$ cat config.mk
export PLATFORM = sky130hd
export DESIGN_NAME = contador_param
export DESIGN_NICKNAME = d
export VERILOG_FILES = /design/src/rtl/contador_param.sv
export SDC_FILE = /design/constraint.sdc
export NUM_CORES = 1
export LEC_CHECK = 0
export ABC_AREA = 1
export ABC_CLOCK_PERIOD_IN_PS = 3750
export BUFFER_PORTS_ARGS = -buffer_cell sky130_fd_sc_hd__buf_2
export CAP_MARGIN = 20
export CORE_ASPECT_RATIO = 1.2
export CORE_UTILIZATION = 55
export DETAILED_ROUTE_END_ITERATION = 8
export PLACE_DENSITY = 0.91
export SYNTH_ARGS = -nofsm -noshare
export SYNTH_HDL_FRONTEND = slang
export SYNTH_SLANG_ARGS = --single-unit
$ cat constraint.sdc
create_clock -name clk -period 3.75 [get_ports clk]
set_clock_uncertainty 0.1 [all_clocks]
set_input_delay 0.5625 -clock clk [delete_from_list [all_inputs] [get_ports clk]]
set_output_delay 0.5625 -clock clk [all_outputs]
set_load 0.01 [all_outputs]
$ cat src/rtl/contador_param.sv
// -----------------------------------------------------------------------------
// contador_param
//
// Parametrised up/down counter: the successor of the plain 8-bit free-running
// up-counter. It adds a configurable width and modulo, a clock-enable
// prescaler, synchronous load and clear, and wrap or saturate behaviour at the
// ends of the range. Status outputs report the terminal count, a one-cycle wrap
// pulse and a sticky overflow flag. Everything runs in a single clock domain.
//
// Parameters
//   WIDTH    : counter width in bits (2..32)
//   MODULO   : count range is 0..MODULO-1 (2..2**WIDTH)
//   PRESCALE : enabled clk cycles per count step (1..65536)
//   SATURATE : 0 = wrap at the range ends, 1 = hold at the range ends
//
// Ports
//   clk      in   system clock, rising edge
//   reset    in   asynchronous active-low reset; release is synchronous to clk
//   en       in   count enable; gates both the prescaler and the step
//   up       in   direction, 1 = increment, 0 = decrement
//   load     in   synchronous load strobe (load_val is clamped to MODULO-1)
//   load_val in   value written on load
//   clr      in   synchronous clear; takes priority over load and step
//   q        out  current count, registered
//   tc       out  terminal count, combinational from q and up
//   wrap     out  registered one-cycle pulse on a wrap or a blocked step
//   ovf      out  sticky flag, set by any wrap/saturation event
// -----------------------------------------------------------------------------
module contador_param #(
    parameter int              WIDTH    = 8,
    parameter longint unsigned MODULO   = 256,
    parameter int              PRESCALE = 1,
    parameter int              SATURATE = 0
) (
    input  logic             clk,
    input  logic             reset,
    input  logic             en,
    input  logic             up,
    input  logic             load,
    input  logic [WIDTH-1:0] load_val,
    input  logic             clr,
    output logic [WIDTH-1:0] q,
    output logic             tc,
    output logic             wrap,
    output logic             ovf
);

    // The prescaler needs at least one bit even when PRESCALE is 1.
    localparam int PW = (PRESCALE > 1) ? $clog2(PRESCALE) : 1;

    // The top of the range is held at WIDTH+1 bits so that MODULO = 2**WIDTH
    // compares cleanly against a zero-extended count.
    localparam logic [WIDTH:0]   MAX_EXT = (WIDTH+1)'(MODULO - 64'd1);
    localparam logic [WIDTH-1:0] MAX_Q   = MAX_EXT[WIDTH-1:0];
    localparam logic [PW-1:0]    PRE_MAX = PW'(PRESCALE - 1);

    logic [WIDTH-1:0] cnt_q, cnt_d;
    logic [PW-1:0]    pre_q, pre_d;
    logic             wrap_q, wrap_d;
    logic             ovf_q, ovf_d;

    logic [WIDTH:0]   cnt_ext;
    logic [WIDTH:0]   load_ext;
    logic             at_top;
    logic             at_bot;
    logic [WIDTH-1:0] load_clamped;

    assign cnt_ext      = {1'b0, cnt_q};
    assign load_ext     = {1'b0, load_val};
    assign at_top       = (cnt_ext == MAX_EXT);
    assign at_bot       = (cnt_q == '0);
    assign load_clamped = (load_ext > MAX_EXT) ? MAX_Q : load_val;

    always_comb begin
        cnt_d  = cnt_q;
        pre_d  = pre_q;
        wrap_d = 1'b0;
        ovf_d  = ovf_q;

        if (clr) begin
            cnt_d = '0;
            pre_d = '0;
            ovf_d = 1'b0;
        end else if (load) begin
            cnt_d = load_clamped;
            pre_d = '0;
        end else if (en) begin
            if (pre_q == PRE_MAX) begin
                // Prescaler terminal: this enabled cycle is a count step.
                pre_d = '0;
                if (up) begin
                    if (!at_top) begin
                        cnt_d = cnt_q + WIDTH'(1);
                    end else begin
                        if (SATURATE == 0) begin
                            cnt_d = '0;
                        end
                        wrap_d = 1'b1;
                        ovf_d  = 1'b1;
                    end
                end else begin
                    if (!at_bot) begin
                        cnt_d = cnt_q - WIDTH'(1);
                    end else begin
                        if (SATURATE == 0) begin
                            cnt_d = MAX_Q;
                        end
                        wrap_d = 1'b1;
                        ovf_d  = 1'b1;
                    end
                end
            end else begin
                pre_d = pre_q + PW'(1);
            end
        end
    end

    always_ff @(posedge clk or negedge reset) begin
        if (!reset) begin
            cnt_q  <= '0;
            pre_q  <= '0;
            wrap_q <= 1'b0;
            ovf_q  <= 1'b0;
        end else begin
            cnt_q  <= cnt_d;
            pre_q  <= pre_d;
            wrap_q <= wrap_d;
            ovf_q  <= ovf_d;
        end
    end

    assign q    = cnt_q;
    assign wrap = wrap_q;
    assign ovf  = ovf_q;
    assign tc   = up ? at_top : at_bot;

endmodule
**Yosys cells after proc, flatten, opt, wreduce, memory -nomap -nowiden**

Cells that the tools add are included.

- Add/sub/neg operators: 3
- $mul: 0
- Divide/modulo/power cells: 0
- Order comparisons: 1
- Equal/unequal tests: 5
- Shifts and indexed selects: 0
- Mux-type cells: 27
- Bitwise logic cells: 0
- Reduce and logical (&&, ||, !) cells: 6

Operators with widths:

| cell | count |
|---|---|
| $mux 8 | 8 |
| $mux 1 | 19 |
| $add 8x1->8 const B | 1 |
| $eq 8x8->1 const B | 1 |
| $gt 8x8->1 const B | 1 |
| $logic_not 8->1 | 1 |
| $sub 8x1->8 const B | 1 |
| $reduce_bool 3->1 | 2 |
| $reduce_and 5->1 | 1 |
| $ne 3x1->1 const B | 1 |
| $ne 3x3->1 const B | 1 |
| $ne 2x1->1 const B | 1 |
| $ne 2x2->1 const B | 1 |
| $reduce_and 2->1 | 1 |
| $reduce_bool 2->1 | 1 |
| $add 1x1->1 const B | 1 |

- Register bits after elaboration: 11
- Latch bits: 0
- RAM bits: 0
- ROM bits: 0
- Input bits: 14
- Output and inout port bits: 11
- Word-level logic and storage cells: 46
- Memories: 0

**Longest topological paths before layout**

- Word-level depth: 7
- Depth in mapped cells: 11
- Mapped depth without buffers: 11

**Worst setup path after synthesis**

OpenSTA, ideal clock, no wires.

- Path type: register to output
- From: register cnt_q[0], in the netlist q[0]
- To: output tc
- Arrival: 1.246 ns
- Data required time: 3.087 ns
- Path slack: 1.841 ns
- Cell stages (with the launch flop): 7
- Buffers on the path: 0
- Cells stage by stage: dfrtp_1 -> inv_1 -> ha_1 -> nand3_2 -> nor2_4 -> o21ai_1 -> inv_1

- Word-level cells in the longest chain between the ends: 2

Ends and longest elaborated chain:

| item | RTL line | text |
|---|---|---|
| start, declared | 57 | `logic [WIDTH-1:0] cnt_q, cnt_d;` |
| start signal, assigned | 125 | `cnt_q <= cnt_d;` |
| $eq 8x8->1 / $logic_not 8->1 (equally long branches) | 70, 71 |  |
| $mux 1 (*) | 135 | `assign tc = up ? at_top : at_bot;` |
| end, declared | 43 | `output logic tc,` |

Mark *: on every way between the ends. The rest lies on a longest branch, timed or not.

**Worst setup path after layout**

Ends and elaborated chain as after synthesis.

==> qor.yml <==
yosys:
  synth_cells: 163
  syn_nets: 180
  netlist-cell-type-count: 23
  synth_seq_cells: 10
  syn-mean-instance-area_um2: 6.16
  yosysSeqAreaShare_pct: 24.9
  ys_warn_count: 0
  synthesis.area_um2: 1000
pwr:
  clock_power_share_pct: 26.9
  power_density_nw_per_um2: 330
  leakagePower_nw: 0.619
  pwr-share-seq_pct: 38.2
  p_sw_share_pct: 39.3
  comb_power_share_pct: 34.9
  power.total_mw: 0.373
  power.internal_mw: 0.227
  p_sw_mw: 0.147
  peakVddDrop_uv: 209
routing:
  vias: 1142
  postRouteAntennaNets: 0
  finalWirelength_mm: 2.56
  post-route-drc-count: 0
  wl_per_cell_um: 12.6
  viasPerCell: 5.63
  first_pass_iters: 4
  drt_iter0_markers: 48
worst_setup_path:
  critical_path.startpoint_type: "flip-flop"
  crit_required_ns: 3.09
  worstSetupStartpoint: "q[0]"
  r2r_end: "q[6]"
  crit_path_max_fanout: 8
  reg2reg_slack_ns: 2.02
  crit_path_end: "tc"
  end_kind: "output port"
  r2r_cells: 10
  arrival_ns: 1.74
  worst-setup-path-type: "reg2out"
  r2r-start: "q[0]"
timing:
  grt_setup_unrepaired: "false"
  hold_viol: 0
  fmax_mhz: 416
  setup_ws_ns: 1.34
  period_share_pct: 64.2
  hold_ws_ns: 0.0449
  fin_crit_ns: 2.41
  setup_viol_count_final: 0
  relSlewSlack_pct: 65.8
  finalMaxSlewViolations: 0
  setup_tns_ns: 0
  worstMarginPinSlew_ns: 0.513
clock_tree:
  numClockSinks: 10
  cts_root_buf: "clkbuf_4"
  cts_post_setup_buffers_inserted: 0
  path_clk_slew_ns: 0.07
  cts_buffer_depth: 2
  clk_latency_ns: 0.27
  cts_tree: "done"
  htree_levels: 1
  numCtsBuffers: 3
  hold_buffers: 0
  postCtsResizedCells: 0
min_path:
  hold_class: "in2async"
finish:
  fin_util_pct: 68.0
  antennaDiodeCount: 0
  final_area_um2: 1130
  layout_commonest_cell: "nand2_1"
  drive_gt1_share_pct: 22.7
  stdcell_count: 203
  nNetsFinal: 203
  area_delta_synth_final_pct: 12.5
  layout_common_cells: "nand2_1, nor2_1, buf_2"
global_routing:
  grtUsageTotal_pct: 30.7
  grt_pass1_wl_mm: 4.31
  antenna_found_initial: 0
  grt_max_degree: 16
  overflow: 0
  grt_pass1_vias: 1065
die:
  chipWidth_um: 41.0
  core-area_um2: 1660
  ios: 25
  chipHeight_um: 48.8
  start_util_pct: 60.5
  dieArea_um2: 2000
  rows: 16
place:
  placed_cells: 199
  preCtsSetupSlack_ns: 1.69
  placed_area_um2: 1090
  place_congestion: 0.981
  portBuffers: 24
  dp_hpwl_mm: 1.94
run:
  maxCapViolCount: 0
status:
  outcome: "finished, final reports clean"
-- area by class of cell --
cell class | instances | area (µm²)
inverters | 15 | 56.3
fillers | 138 | 532
clock buffers | 4 | 36.3
well taps | 18 | 22.5
multi-input cells | 132 | 644
flip-flops and latches | 10 | 250
repair buffers | 24 | 120
-- worst min-delay path by stage --
stage          start    to  cells after the start
2_1_floorplan  reset   ovf                      0
3_3_place_gp   reset  q[3]                      1
3_5_place_dp   reset  q[3]                      1
4_1_cts        reset  q[3]                      1
5_1_grt        reset  q[3]                      1
6_report       reset  q[3]                      1
-- sequential cells by signal (all words and copies together) (netlist names) --
signal	cells
ovf	1
q	8
wrap	1
-- critical path: stages (launching register included) --
cell and delay (ns):
dfrtp_1 0.44, inv_1 0.23, ha_1 0.23, nand3_2 0.10, nor2_4 0.17, o21ai_1 0.12
inv_1 0.07, buf_2 0.12
-- synthesized netlist by cell type --
| cell type | count | area share [%] |
|---|---|---|
| nand3_1 | 15 | 7.5 |
| nor2_2 | 3 | 1.9 |
| nand3_2 | 1 | 1.0 |
| inv_2 | 1 | 0.37 |
| nor2_1 | 24 | 9.0 |
| nor2_4 | 4 | 4.5 |
| dfrtp_1 | 10 | 25 |
| inv_1 | 14 | 5.2 |
| a21oi_1 | 3 | 1.5 |
| or2_0 | 1 | 0.62 |
| buf_6 | 3 | 3.4 |
| o21ai_1 | 5 | 2.5 |
| ha_1 | 3 | 3.7 |
| o32ai_1 | 1 | 0.87 |
| xnor2_1 | 1 | 0.87 |
| or2_2 | 1 | 0.62 |
| nand2_1 | 59 | 22 |
| nand2_2 | 3 | 1.9 |
| nor2_8 | 1 | 2.0 |
| buf_4 | 2 | 1.5 |
| o21ai_0 | 5 | 2.5 |
| buf_2 | 1 | 0.50 |
| nand4_1 | 2 | 1.2 |
-- power groups by stage --
stage	clock network, mW	logic [mW]	registers [mW]
2_1_floorplan	0	0.106	0.134
3_3_place_gp	0	0.123	0.143
3_5_place_dp	0	0.127	0.144
4_1_cts	0.101	0.129	0.142
5_1_grt	0.106	0.144	0.145
6_report	0.100	0.130	0.143
-- cell families (layout without fill, tap and decap cells) --
logic type,after synthesis,count (layout),share of synthesized area (%)
buffers and inverters,21,43,11.0
DFF,10,10,24.9
AOI/OAI and AO/OA,14,14,7.35
and+or+nand+nor,114,114,52.2
adders and majority gates,3,3,3.74
xor gates and xnor gates,1,1,0.872
-- metal layers --
metal	wire length (µm)	GRT usage (%)
met5	0	0
met4	81	11.1
met3	185	4.57
met2	1270	49.5
met1	1020	39.4
Note: power is estimated with default switching activity, not from simulation.
